**config.mk**
```make
export PLATFORM = sky130hd
export DESIGN_NAME = muldiv_multicycle_unit
export DESIGN_NICKNAME = d
export VERILOG_FILES = /design/src/rtl/muldiv_pkg.sv /design/src/rtl/muldiv_datapath.sv /design/src/rtl/muldiv_multicycle_unit.sv
export SDC_FILE = /design/constraint.sdc
export NUM_CORES = 1
export LEC_CHECK = 0
export CELL_PAD_IN_SITES_DETAIL_PLACEMENT = 1
export CELL_PAD_IN_SITES_GLOBAL_PLACEMENT = 1
export CORE_AREA = 10 10 109 111
export CTS_BUF_LIST = sky130_fd_sc_hd__clkbuf_4 sky130_fd_sc_hd__clkbuf_8
export DETAILED_ROUTE_END_ITERATION = 10
export DIE_AREA = 0 0 119 121
export GPL_ROUTABILITY_DRIVEN = 0
export HOLD_SLACK_MARGIN = 0.12
export PLACE_DENSITY = 0.84
export RECOVER_POWER = 100
export REMOVE_ABC_BUFFERS = 1
export SETUP_SLACK_MARGIN = 0.02
export SLEW_MARGIN = 25
export SYNTH_ARGS = -nofsm -noshare
export SYNTH_HDL_FRONTEND = slang
export SYNTH_SLANG_ARGS = --single-unit
```
**constraint.sdc**
```tcl
create_clock -name clock -period 6.91 [get_ports clock]
set_input_delay 0.691 -clock clock [delete_from_list [all_inputs] [get_ports clock]]
set_output_delay 0.691 -clock clock [all_outputs]
set_load 0.02 [all_outputs]
```
**src/rtl/muldiv_pkg.sv**
```systemverilog
// muldiv_pkg: state/sel codes and mode encodings shared by the multiply/divide unit
package muldiv_pkg;
  localparam logic [2:0] ST_IDLE     = 3'b000;
  localparam logic [2:0] ST_LOAD     = 3'b001;
  localparam logic [2:0] ST_MUL_STEP = 3'b010;
  localparam logic [2:0] ST_DIV_STEP = 3'b011;
  localparam logic [2:0] ST_FINISH   = 3'b100;
  localparam logic MODE_MUL = 1'b0;
  localparam logic MODE_DIV = 1'b1;
endpackage

```
**src/rtl/muldiv_datapath.sv**
```systemverilog
// muldiv_datapath: A/Q/B/counter registers with one shared adder/subtractor for shift-add multiply and restoring divide
module muldiv_datapath
  import muldiv_pkg::*;
#(
  parameter int WIDTH = 8
) (
  input  logic             clock,
  input  logic             reset,
  input  logic             load,
  input  logic             e,
  input  logic [2:0]       sel,
  input  logic [WIDTH-1:0] op_a,
  input  logic [WIDTH-1:0] op_b,
  output logic [WIDTH-1:0] a_next,
  output logic [WIDTH-1:0] q_next,
  output logic             last
);
  localparam int CNT_W = $clog2(WIDTH + 1);
  logic [WIDTH-1:0] a, q, b;
  logic [CNT_W-1:0] cnt;
  logic [WIDTH:0]   rs;
  logic [WIDTH+1:0] alu;
  logic             is_mul, ge;
  assign is_mul = sel == ST_MUL_STEP;
  // divide shifts {R,Q} left first; the extra top bit keeps the shifted remainder exact
  assign rs = {a, q[WIDTH-1]};
  // one extra bit above the carry serves as the borrow flag when subtracting
  assign alu = is_mul ? {2'b00, a} + {2'b00, (q[0] ? b : {WIDTH{1'b0}})}
                      : {1'b0, rs} - {2'b00, b};
  assign ge = ~alu[WIDTH+1];
  assign a_next = is_mul ? alu[WIDTH:1] : (ge ? alu[WIDTH-1:0] : rs[WIDTH-1:0]);
  assign q_next = is_mul ? {alu[0], q[WIDTH-1:1]} : {q[WIDTH-2:0], ge};
  assign last = cnt == CNT_W'(1);
  // load initialises the working registers, e advances one step
  always_ff @(posedge clock) begin
    if (!reset) begin
      a   <= '0;
      q   <= '0;
      b   <= '0;
      cnt <= '0;
    end else if (load) begin
      a   <= '0;
      q   <= op_a;
      b   <= op_b;
      cnt <= CNT_W'(WIDTH);
    end else if (e) begin
      a   <= a_next;
      q   <= q_next;
      cnt <= cnt - CNT_W'(1);
    end
  end
endmodule

```
**src/rtl/muldiv_multicycle_unit.sv**
```systemverilog
// muldiv_multicycle_unit: multicycle unsigned multiply/divide with control FSM, captured operands and held results
module muldiv_multicycle_unit
  import muldiv_pkg::*;
#(
  parameter int WIDTH = 8
) (
  input  logic             clock,
  input  logic             reset,
  input  logic             start,
  input  logic             mode,
  input  logic [WIDTH-1:0] op_a,
  input  logic [WIDTH-1:0] op_b,
  output logic             busy,
  output logic             done,
  output logic [WIDTH-1:0] result_hi,
  output logic [WIDTH-1:0] result_lo,
  output logic             div_by_zero,
  output logic             e,
  output logic [2:0]       sel
);
  logic [2:0]       state, state_next;
  logic             mode_r, last, accept, div_zero, step_done;
  logic [WIDTH-1:0] a_r, b_r, a_next, q_next;
  assign accept    = state == ST_IDLE && start;
  assign div_zero  = mode_r == MODE_DIV && b_r == '0;
  assign step_done = (state == ST_MUL_STEP || state == ST_DIV_STEP) && last;
  // state codes double as sel, so sel is the state register itself
  assign sel = state;
  // state register
  always_ff @(posedge clock) begin
    if (!reset) state <= ST_IDLE;
    else        state <= state_next;
  end
  // next-state logic; FINISH and illegal codes fall back to IDLE
  always_comb begin
    state_next = ST_IDLE;
    case (state)
      ST_IDLE:     state_next = start ? ST_LOAD : ST_IDLE;
      ST_LOAD:     state_next = div_zero ? ST_FINISH : (mode_r == MODE_DIV ? ST_DIV_STEP : ST_MUL_STEP);
      ST_MUL_STEP,
      ST_DIV_STEP: state_next = last ? ST_FINISH : state;
      default:     state_next = ST_IDLE;
    endcase
  end
  // state-decoded outputs
  always_comb begin
    busy = state != ST_IDLE;
    done = state == ST_FINISH;
    e    = state == ST_MUL_STEP || state == ST_DIV_STEP;
  end
  // operands and mode are captured only when a start is accepted
  always_ff @(posedge clock) begin
    if (!reset) begin
      mode_r <= MODE_MUL;
      a_r    <= '0;
      b_r    <= '0;
    end else if (accept) begin
      mode_r <= mode;
      a_r    <= op_a;
      b_r    <= op_b;
    end
  end
  // results load on the edge entering FINISH, taking the final step's next values
  always_ff @(posedge clock) begin
    if (!reset) begin
      result_hi   <= '0;
      result_lo   <= '0;
      div_by_zero <= 1'b0;
    end else if (step_done) begin
      result_hi <= a_next;
      result_lo <= q_next;
    end else if (state == ST_LOAD && div_zero) begin
      result_hi   <= a_r;
      result_lo   <= '1;
      div_by_zero <= 1'b1;
    end else if (accept) begin
      div_by_zero <= 1'b0;
    end
  end
  muldiv_datapath #(.WIDTH(WIDTH)) u_dp (
    .clock  (clock),
    .reset  (reset),
    .load   (state == ST_LOAD),
    .e      (e),
    .sel    (state),
    .op_a   (a_r),
    .op_b   (b_r),
    .a_next (a_next),
    .q_next (q_next),
    .last   (last)
  );
endmodule

```
==> run summary <==
critical path type -> register to register
clk buf depth -> 2
worst hold path startpoint -> u_dp.b[6]
Slew headroom -> -40.55%
Via density -> 5.509
total negative slack -> 0 ns
maximum fanout along the worst path -> 21
Setup Viol. Count Final -> 0
Final Hold Vio Count -> 0
Synth area leader -> dfxtp_1
die width -> 119 µm
DIE AREA -> 0.01440 mm²
First-pass DRT Iterations -> 4
Starting DRT DRC Count -> 154
VDD IR max -> 173.6 µV
drt wl/cell -> 18.48 µm
Die H -> 121 µm
top-count cell post-synth -> nand2_1
Hold Crit Depth -> 2
Initial Utilization -> 37.76%
via count -> 3388
syn avg cell area -> 8.106 µm²
worst-margin pin slew -> 2.104 ns
Worst Hold Class -> register to register
vias in the first global route -> 3631
total gr overflow -> 0
Max Cap Viol -> 1
P_leak -> 1.789 nW
core footprint -> 0.009639 mm²
gr usage total -> 16.09%
DRC Markers -> 0
post-DP HPWL -> 8.493 mm
fin crit share -> 54.93%
Fmax -> 0.2635 GHz
RSZ-0062 raised after global routing -> false
CP arrival -> 4.02 ns
hold buffer count at CTS -> 0
CTS tree -> done
share of layout cells above drive strength 1 -> 5.809%
startpoint types -> register
reg2reg path depth -> 6
FF+latch count, synth -> 65
Post-Syn Instances -> 449
Synth top area share -> 35.75%
Main synth FF type -> dfxtp_1
Post-synth EDFFs -> 0
r2r startpoint -> sel[0]
CTS sink count -> 65
CTS buffer count -> 9
sequential area share after synthesis -> 35.75%
RR Endpoint -> result_hi[0]
Max H-tree Level -> 3
Pwr per Cell Area -> 241.0 mW/mm²
Tot Pwr -> 1.040 mW
YS warnings -> 0
Area Overhead vs Synth -> 18.49%
clk_skew -> 0.009652 ns
run status -> finished with violations
max-slew violations -> 22
Worst setup EP type -> register
failing checks -> max-capacitance violations, max-slew violations
CTS root buffer -> clkbuf_8
Commonest cells post-synth -> nand2_1 (100), dfxtp_1 (65), a21boi_0 (28)
fraction of registers with async set/reset -> 0%
distinct cell type count after synthesis -> 56
Worst-Skew Late Latency -> 0.34 ns
synth top area cells -> dfxtp_1 (36%), nand2_1 (10%), ha_1 (6.2%)
num rows -> 36
first-pass GRT wire length -> 18.93 mm
Hold Path Sink -> u_dp.b[6]
port buffer count -> 42
initial antenna violation count -> 0
PostCTS Resize Cnt -> 0
# nets final -> 517
antenna fix cells -> 0
Critical Path RT -> 7.14 ns
mapped cell area -> 0.003640 mm²
pin count of the biggest net entering global routing -> 59
clock slew at reported path FFs -> 0.08 ns
layout filler cell count -> 1187
Final min period -> 3.796 ns
FF-to-FF setup slack -> 3.11 ns
Post-CTS Setup Bufs -> 0
routed wire length -> 11.36 mm
antenna-violating nets left -> 0
number of top-level pins -> 43
[worst max-delay path, stage by stage (launching register included)]
cell     delay (ns)
dfxtp_1        0.61
nor3b_1        1.68
and4_1         0.68
nor2_1         0.21
a22o_1         0.23
a22oi_1        0.17
o21ai_0        0.11
[registers in the layout (all words and copies together) (netlist names), 3 cells and up]
register,count
a_r,8
u_dp.b,8
b_r,8
sel,3
result_hi,8
u_dp.cnt,4
u_dp.q,8
u_dp.a,8
result_lo,8
[power breakdown]
group	total, mW	switching [mW]	leakage, nW	internal, mW
clock	0.337	0.160	0.0985	0.177
sequential	0.434	0.0313	0.528	0.403
combinational	0.268	0.168	1.16	0.100
[how the worst max path moves through the flow]
stage,from,to
3_5_place_dp,sel[0],result_hi[0]
5_1_grt,sel[0],result_hi[0]
2_1_floorplan,sel[0],result_hi[0]
4_1_cts,sel[1],e
6_report,sel[0],result_hi[0]
3_3_place_gp,sel[0],result_hi[0]
[metal layers]
| metal | vias up | track usage, % | part of all wire, % |
|---|---|---|---|
| met5 | - | 0 | 0 |
| met4 | 0 | 5.573 | 2.5 |
| met3 | 26 | 3.676 | 5.7 |
| met2 | 111 | 28.08 | 49 |
| met1 | 1622 | 18.95 | 43 |
| li1 | 1629 | - | - |
[cell usage in the layout (no fill, tap or decap), drive strengths merged, types with 4 or more instances in the layout]
master / Yosys / layout
nand2: 100 / 100
xnor2: 10 / 10
a21oi: 15 / 15
nor4: 4 / 4
o21a: 4 / 4
ha: 18 / 18
inv: 18 / 18
clkbuf: 14 / 10
a211oi: 8 / 8
nand3: 10 / 10
a21o: 4 / 4
and2: 9 / 9
o211ai: 5 / 5
clkdlybuf4s50: 0 / 19
o211a: 7 / 7
a22o: 5 / 5
a21boi: 29 / 29
mux2i: 8 / 8
nor3: 6 / 6
o31ai: 4 / 4
dlygate4sd3: 0 / 23
and3: 8 / 8
a22oi: 4 / 4
dfxtp: 65 / 65
nor2: 25 / 25
o21ai: 18 / 18
[kinds of logic (layout without fill, tap and decap cells)]
group | count (synthesis) | after routing | synth area share, %
xor gates and xnor gates | 13 | 13 | 3.128
muxes | 8 | 8 | 2.200
and+or+nand+nor | 179 | 179 | 22.48
AOI/OAI and AO/OA | 120 | 120 | 23.89
adders and majority gates | 20 | 20 | 7.288
buffers and inverters | 44 | 77 | 5.259
DFF | 65 | 65 | 35.75
[cell type report]
| type | instances | area (µm²) | area share (%) |
|---|---|---|---|
| Tap cell | 133 | 166.4 | 3.858 |
| Timing Repair Buffer | 43 | 427.9 | 9.922 |
| Multi-Input combinational cell | 340 | 2145 | 49.72 |
| Clock inverter | 6 | 67.56 | 1.567 |
| Inverter | 18 | 67.56 | 1.567 |
| Sequential cell | 65 | 1301 | 30.17 |
| Clock buffer | 10 | 137.6 | 3.191 |
[metrics by stage]
step | cells | utilization [%] | worst slack (ns) | instance area, µm² | hold slack, ns
after floorplan | 423 | - | 3.885 | 3516 | 0.4519
after global placement | 599 | 42.69 | 4.141 | 4115 | 0.4686
after detailed placement | 599 | 42.69 | 4.012 | 4115 | 0.4707
after CTS | 615 | 44.82 | 3.686 | 4320 | 0.4818
after global routing | 615 | 44.74 | 2.743 | 4313 | 0.5176
final | 615 | 44.74 | 3.114 | 4313 | 0.4816
Power figures use the tool's default switching activity.
